### config.mk
export PLATFORM = sky130hd
export DESIGN_NAME = regfile_wport_arbiter_flat
export DESIGN_NICKNAME = d
export VERILOG_FILES = /design/src/rtl/regfile_wport_arbiter_pkg.sv /design/src/rtl/regfile_wport_arbiter_if.sv /design/src/rtl/regfile_wport_arbiter.sv /design/src/flat_wrapper.sv
export SDC_FILE = /design/constraint.sdc
export NUM_CORES = 1
export LEC_CHECK = 0
export ABC_AREA = 1
export ABC_CLOCK_PERIOD_IN_PS = 2100
export CAP_MARGIN = 20
export CORE_ASPECT_RATIO = 0.75
export CORE_MARGIN = 3
export CORE_UTILIZATION = 48
export CTS_CLUSTER_SIZE = 20
export DETAILED_ROUTE_END_ITERATION = 10
export PLACE_DENSITY = 0.93
export SETUP_SLACK_MARGIN = 0.4
export SLEW_MARGIN = 10
export SYNTH_ARGS = -nofsm -noshare
export SYNTH_HDL_FRONTEND = slang
export SYNTH_SLANG_ARGS = --single-unit
export TNS_END_PERCENT = 50
### constraint.sdc
create_clock -name clock -period 2.1 [get_ports clock]
set_clock_uncertainty 0.2 [all_clocks]
set_input_delay 0.315 -clock clock [delete_from_list [all_inputs] [get_ports clock]]
set_output_delay 0.315 -clock clock [all_outputs]
set_load 0.02 [all_outputs]
### src/rtl/regfile_wport_arbiter_pkg.sv
// Shared definitions for the register-file write-port arbiter:
// arbiter state encoding and the default register-file geometry.
package rf_arb_pkg;

  localparam int REG_ADDR_W = 5;
  localparam int REG_DATA_W = 32;

  localparam logic [REG_ADDR_W-1:0] REG_ZERO = 5'd0;

  typedef logic [0:0] arbState_t;

  localparam arbState_t ARB   = 1'b0;
  localparam arbState_t FORCE = 1'b1;

endpackage

### src/rtl/regfile_wport_arbiter_if.sv
// Bundle of CPU writeback, debug loader and regfile write-port signals.
// The arbiter is the slave; the surrounding datapath or a bench is the master.
interface regfile_wport_arbiter_if
  import rf_arb_pkg::*;
#(
  parameter int DATA_W = REG_DATA_W,
  parameter int ADDR_W = REG_ADDR_W
) ();

  logic              wb_we;
  logic [ADDR_W-1:0] wb_addr;
  logic [DATA_W-1:0] wb_data;
  logic              cpu_stall;

  logic              dbg_valid;
  logic              dbg_ready;
  logic [ADDR_W-1:0] dbg_addr;
  logic [DATA_W-1:0] dbg_data;

  logic              rf_we;
  logic [ADDR_W-1:0] rf_addr;
  logic [DATA_W-1:0] rf_data;

  modport master (
    output wb_we, wb_addr, wb_data,
    output dbg_valid, dbg_addr, dbg_data,
    input  cpu_stall, dbg_ready,
    input  rf_we, rf_addr, rf_data
  );

  modport slave (
    input  wb_we, wb_addr, wb_data,
    input  dbg_valid, dbg_addr, dbg_data,
    output cpu_stall, dbg_ready,
    output rf_we, rf_addr, rf_data
  );

endinterface

### src/rtl/regfile_wport_arbiter.sv
// Shares the regfile write port between CPU writeback (priority) and a one-entry
// debug buffer; a starved debug write forces a single-cycle CPU stall.
module regfile_wport_arbiter
  import rf_arb_pkg::*;
#(
  parameter int DATA_W       = REG_DATA_W,
  parameter int ADDR_W       = REG_ADDR_W,
  parameter int STARVE_LIMIT = 4,
  parameter bit ZERO_GUARD   = 1'b1
) (
  input logic                    clock,
  input logic                    reset,
  regfile_wport_arbiter_if.slave bus
);

  localparam int CNT_W = $clog2(STARVE_LIMIT + 1);
  localparam logic [CNT_W-1:0] CNT_MAX  = CNT_W'(STARVE_LIMIT);
  localparam logic [CNT_W-1:0] CNT_TRIP = CNT_W'(STARVE_LIMIT - 1);

  arbState_t         r_state;
  logic              r_holdV;
  logic [ADDR_W-1:0] r_holdAddr;
  logic [DATA_W-1:0] r_holdData;
  logic [CNT_W-1:0]  r_waitCnt;
  logic              r_rfWe;
  logic [ADDR_W-1:0] r_rfAddr;
  logic [DATA_W-1:0] r_rfData;

  logic              w_dbgReady;
  logic              w_accept;
  logic              w_issueCpu;
  logic              w_issueDbg;
  logic              w_issue;
  logic              w_trip;
  logic              w_zeroHit;
  logic [ADDR_W-1:0] w_issueAddr;
  logic [DATA_W-1:0] w_issueData;

  // In FORCE the held entry is always valid, so the debug path wins unconditionally.
  always_comb begin
    w_dbgReady  = reset & ~r_holdV;
    w_accept    = bus.dbg_valid & w_dbgReady;
    w_issueCpu  = (r_state == ARB) & bus.wb_we;
    w_issueDbg  = r_holdV & ((r_state == FORCE) | ~bus.wb_we);
    w_issue     = w_issueCpu | w_issueDbg;
    w_issueAddr = w_issueCpu ? bus.wb_addr : r_holdAddr;
    w_issueData = w_issueCpu ? bus.wb_data : r_holdData;
    w_trip      = (r_state == ARB) & r_holdV & bus.wb_we & (r_waitCnt == CNT_TRIP);
    w_zeroHit   = ZERO_GUARD & (w_issueAddr == ADDR_W'(REG_ZERO));
  end

  always_ff @(posedge clock) begin
    if (!reset) begin
      r_state    <= ARB;
      r_holdV    <= 1'b0;
      r_holdAddr <= '0;
      r_holdData <= '0;
      r_waitCnt  <= '0;
      r_rfWe     <= 1'b0;
      r_rfAddr   <= '0;
      r_rfData   <= '0;
    end else begin
      r_state <= w_trip ? FORCE : ARB;

      if (w_issue) begin
        r_rfWe   <= ~w_zeroHit;
        r_rfAddr <= w_issueAddr;
        r_rfData <= w_issueData;
      end else begin
        r_rfWe <= 1'b0;
      end

      // Accept and debug issue are exclusive: accept needs an empty buffer.
      if (w_issueDbg) begin
        r_holdV   <= 1'b0;
        r_waitCnt <= '0;
      end else if (w_accept) begin
        r_holdV    <= 1'b1;
        r_holdAddr <= bus.dbg_addr;
        r_holdData <= bus.dbg_data;
      end else if (r_holdV && (r_waitCnt != CNT_MAX)) begin
        r_waitCnt <= r_waitCnt + CNT_W'(1);
      end
    end
  end

  assign bus.cpu_stall = (r_state == FORCE);
  assign bus.dbg_ready = w_dbgReady;
  assign bus.rf_we     = r_rfWe;
  assign bus.rf_addr   = r_rfAddr;
  assign bus.rf_data   = r_rfData;

endmodule

### src/flat_wrapper.sv
// flat-port wrapper written by rule: the top's interface ports become plain ports
module regfile_wport_arbiter_flat import rf_arb_pkg::*;
#(
  parameter int DATA_W       = REG_DATA_W,
  parameter int ADDR_W       = REG_ADDR_W,
  parameter int STARVE_LIMIT = 4,
  parameter bit ZERO_GUARD   = 1'b1
)
  (clock, reset, bus_wb_we, bus_wb_addr, bus_wb_data, bus_dbg_valid, bus_dbg_addr, bus_dbg_data, bus_cpu_stall, bus_dbg_ready, bus_rf_we, bus_rf_addr, bus_rf_data);
  regfile_wport_arbiter_if #(.DATA_W(DATA_W), .ADDR_W(ADDR_W)) bus_i ();
  input logic clock;
  input logic reset;
  input wire logic [$bits(bus_i.wb_we)-1:0] bus_wb_we;
  input wire logic [$bits(bus_i.wb_addr)-1:0] bus_wb_addr;
  input wire logic [$bits(bus_i.wb_data)-1:0] bus_wb_data;
  input wire logic [$bits(bus_i.dbg_valid)-1:0] bus_dbg_valid;
  input wire logic [$bits(bus_i.dbg_addr)-1:0] bus_dbg_addr;
  input wire logic [$bits(bus_i.dbg_data)-1:0] bus_dbg_data;
  output wire logic [$bits(bus_i.cpu_stall)-1:0] bus_cpu_stall;
  output wire logic [$bits(bus_i.dbg_ready)-1:0] bus_dbg_ready;
  output wire logic [$bits(bus_i.rf_we)-1:0] bus_rf_we;
  output wire logic [$bits(bus_i.rf_addr)-1:0] bus_rf_addr;
  output wire logic [$bits(bus_i.rf_data)-1:0] bus_rf_data;
  assign bus_i.wb_we = bus_wb_we;
  assign bus_i.wb_addr = bus_wb_addr;
  assign bus_i.wb_data = bus_wb_data;
  assign bus_i.dbg_valid = bus_dbg_valid;
  assign bus_i.dbg_addr = bus_dbg_addr;
  assign bus_i.dbg_data = bus_dbg_data;
  assign bus_cpu_stall = bus_i.cpu_stall;
  assign bus_dbg_ready = bus_i.dbg_ready;
  assign bus_rf_we = bus_i.rf_we;
  assign bus_rf_addr = bus_i.rf_addr;
  assign bus_rf_data = bus_i.rf_data;
  regfile_wport_arbiter #(.DATA_W(DATA_W), .ADDR_W(ADDR_W), .STARVE_LIMIT(STARVE_LIMIT), .ZERO_GUARD(ZERO_GUARD)) u_core (.clock(clock), .reset(reset), .bus(bus_i));
endmodule
# After elaboration in Yosys (flattened, before gate mapping)
# Index checks and enable logic that the tools add are counted.
# classes
add_sub_neg,1
n_eq_ne,2
n_mux,3
bitwise,16
n_reduce_logical,6
# ops
op,count
$mux 32,1
$and 1x1->1,7
$not 1->1,7
$reduce_and 2->1,3
$logic_not 5->1,1
$mux 5,1
$add 3x1->3 const B,1
$eq 3x2->1 const B,1
$ne 3x3->1 const B,1
$or 1x1->1,2
$reduce_or 2->1,1
$logic_and 1x1->1,1
$mux 1,1
# word_totals
regBits,80
output_inout_bits,40

# Logic depth before layout (Yosys ltp)
# logic_depth
depth_word,5
ltp_mapped,9

# Worst setup path before layout
# OpenSTA, ideal clock, no wires.
# synth_path
kind,register -> register
start,"register u_core.r_state, in the netlist u_core.bus.cpu_stall"
end,"register u_core.r_rfData[10], in the netlist u_core.bus.rf_data[10]"
setup_ns,0.057
arrival_ns,1.233
required_time_ns,1.843
path_slack_ns,0.610
path_stages_with_launch,10
n_path_buf,1
path_cell_list,dfxtp_1 inv_1 nand2_2 nand2_1 inv_2 buf_4 nand2_1 nand3_1 nand2_1 inv_1
# synth_between
elab_chain_len,3
# synth_rtl
element,line,rtl
start: declaration,regfile_wport_arbiter.sv:20,arbState_t r_state;
start signal: assignment,regfile_wport_arbiter.sv:63,r_state <= w_trip ? FORCE : ARB;
$or 1x1->1 or $not 1->1 (tied branches),"regfile_wport_arbiter.sv:44, regfile_wport_arbiter.sv:43",
"$and 1x1->1, on equally long branches","regfile_wport_arbiter.sv:44, regfile_wport_arbiter.sv:43",
$or 1x1->1 or $mux 32 (tied branches),"regfile_wport_arbiter.sv:45, regfile_wport_arbiter.sv:47",
end signal: assignment,regfile_wport_arbiter.sv:68,r_rfData <= w_issueData;
end: declaration,regfile_wport_arbiter.sv:27,logic [DATA_W-1:0] r_rfData;
# Parallel ways exist; a longest one is shown, timed or not.
# A chain may end at the register's enable or synchronous reset.

# Worst setup path in the final report
# layout_path
start,"register u_core.r_state, in the netlist u_core.bus.cpu_stall"
end,output bus_cpu_stall
# layout_rtl
element,line,rtl
end: declaration,flat_wrapper.sv:19,output wire logic [$bits(bus_i.cpu_stall)-1:0] bus_cpu_stall;
# No word-level cell between the ends.

==> results.sh <==
export IMPL_status="finished clean"
export IMPL_cts_hold_buf=0
export IMPL_fmax_mhz=602
export IMPL_grt_pass1_vias=3037
export IMPL_grt_pass1_wl_mm=14.0
export IMPL_cp_top_family="flip-flops"
export IMPL_area_growth_pct=45.4
export IMPL_worst_pin_slew_ns=0.694
export IMPL_cts_buffer_depth=2
export IMPL_report_power_total_w=0.00337
export IMPL_top_layer="met4"
export IMPL_die_area_um2=7930
export IMPL_synth_edff_count=0
export IMPL_final_cells=671
export IMPL_path_clk_slew_ns=0.07
export IMPL_seq_area_frac_synth_pct=48.4
export IMPL_fin_crit_ns=1.66
export IMPL_syn_cell_area_um2=3310
export IMPL_wl_met3_um=954
export IMPL_cts_tree="done"
export IMPL_timing_final_crit_share_pct=79.1
export IMPL_slowest_delay_ns=0.43
export IMPL_drive_gt1_share_pct=6.10
export IMPL_wire_per_inst_um=13.4
export IMPL_crit_chain="dlygate4sd2_1"
export IMPL_clockRootBuffer="clkbuf_8"
export IMPL_worst_path_max_delay_cell="dfxtp_1"
export IMPL_die_h_um=77.9
export IMPL_report_final_slew_viol_count=0
export IMPL_cts_buffers=9
export IMPL_place_inst=652
export IMPL_clkLatencyLatePin_ns=0.35
export IMPL_drt_iter0_markers=162
export IMPL_wl_met1_mm=3.70
export IMPL_drc=0
export IMPL_max_cap_violations=0
export IMPL_overflow=0
export IMPL_pin_count=118
export IMPL_postSynthAreaPerCell_um2=7.01
export IMPL_cts_num_sinks=80
export IMPL_nNetsFinal=666
export IMPL_grt_max_degree=72
export IMPL_row_count=25
export IMPL_max_slew_margin_pct=53.8
export IMPL_syn_inst=472
export IMPL_rsz0062_at_grt="yes"
export IMPL_arrival_ns=1.15
export IMPL_synth_nets=553
export IMPL_initial_utilization_pct=51.1
export IMPL_power_density_nw_per_um2=701
export IMPL_power_leakage_nw=2.53
export IMPL_critPathKind="register to primary output"
export IMPL_r2r_slack_ns=0.50
export IMPL_dp_hpwl_mm=6.16
export IMPL_synth_seq_cells=80
export IMPL_vias=3335
export IMPL_layout_commonest_cell="nand2_1"
export IMPL_endpoint_kind="primary output"
export IMPL_antenna_left=0
export IMPL_synth_distinct_cells=24
export IMPL_core_um2=6470
export IMPL_die_x_um=102
export IMPL_mostFrequentLayoutCells="nand2_1, dfxtp_1, clkdlybuf4s50_1, inv_1, o21ai_0"
export IMPL_synth_warning_count=0
export IMPL_hp_class="input pin to register"
export IMPL_critPathMaxFanout=3
export IMPL_peakVddDrop_mv=0.435
export IMPL_wl_met2_mm=4.12
export IMPL_critPathBufInv=1
export IMPL_fill_cells=492
export IMPL_via_per_inst=4.97
export IMPL_antenna_found_initial=0
export IMPL_diodes=0
export IMPL_async_reset_ff_share_pct=0
export IMPL_synth_flop_cell="dfxtp_1"
export IMPL_detail_route_first_pass_iterations=6
export IMPL_crit_path_start_kind="register"
export IMPL_gp_congestion=0.858
export IMPL_grt_use_total_pct=22.3
export IMPL_setup_viol=0
export IMPL_hold_violations=0
export IMPL_htreeDepth=3
export IMPL_required_ns=1.58
export IMPL_io_buffers=117
export IMPL_drt_total_wl_mm=8.97
[power breakdown]
group / switching (W) / leakage (nW) / internal, W
Sequential: 0.0000514 / 0.659 / 0.00162
Combinational: 0.000302 / 1.79 / 0.000300
Clock: 0.000553 / 0.0856 / 0.000548
[sequential cells by signal (all words and copies together), names as in the netlist]
register and count:
u_core.r_holdAddr 5, u_core.r_holdV 1, u_core.r_waitCnt 3, u_core.bus.rf_addr 5
u_core.r_holdData 32, u_core.bus.cpu_stall 1, u_core.bus.rf_we 1, u_core.bus.rf_data 32
[Yosys cell counts (4+ instances only)]
library cell,count,share of area (%)
nand2_1,214,24
dfxtp_1,80,48
inv_1,45,5.1
o21ai_0,39,5.9
nand3_1,36,5.4
buf_2,9,1.4
a21oi_1,8,1.2
buf_4,6,1.4
clkbuf_1,5,0.57
o31ai_1,5,1.1
nor2_1,4,0.45
[repair_timing]
| action | in CTS | in global routing |
|---|---|---|
| setup endpoints to repair | 76 | 55 |
| pin swaps | 0 | 2 |
| buffers inserted | 0 | 2 |
| gates cloned | 0 | 1 |
| resized for setup | 23 | 28 |
[metrics by stage]
step	TNS (ns)	hold WS, ns	area [µm²]	setup WS, ns	utilization (%)
floorplan	0	0.228	3310	0.610	-
global placement	-11.92	0.250	4490	-0.414	69.4
detailed placement	-2.05	0.259	4510	-0.137	69.6
CTS	0	0.0935	4680	0.242	72.3
global route	0	0.0953	4810	0.373	74.3
finish	0	0.104	4810	0.438	74.3
[worst paths after layout]
kind                                               end            startpoint  cells past startpoint
worst max register to register  u_core.bus.rf_data[29]  u_core.bus.cpu_stall                      8
worst min-delay path              u_core.bus.cpu_stall                 reset                      3
worst max-delay path                     bus_cpu_stall  u_core.bus.cpu_stall                      1
worst min register to register    u_core.r_holdData[2]  u_core.r_holdData[2]                      2
[per-layer routing]
metal,GRT usage (%),vias up
li1,-,1681
met1,27.5,1471
met2,36.1,164
met3,8.27,19
met4,7.21,0
met5,0,-
[logic make-up after synthesis]
group                    synth area share [%]
buffers and inverters                    10.3
flip-flops                               48.4
AND/OR/NAND/NOR                          31.5
adder cells (fa/ha/maj)                  1.13
AO/OA/AOI/OAI                            8.62
[layout make-up]
class | count | area (µm²) | area share, %
sequential | 80 | 1600 | 33.3
clock buffer | 11 | 131 | 2.73
inverter | 49 | 213 | 4.42
tap | 81 | 101 | 2.11
clock inverter | 5 | 57.6 | 1.20
multi-input combinational | 317 | 1380 | 28.6
timing repair buffer | 128 | 1330 | 27.6
Note: power is estimated with default switching activity, not from simulation.
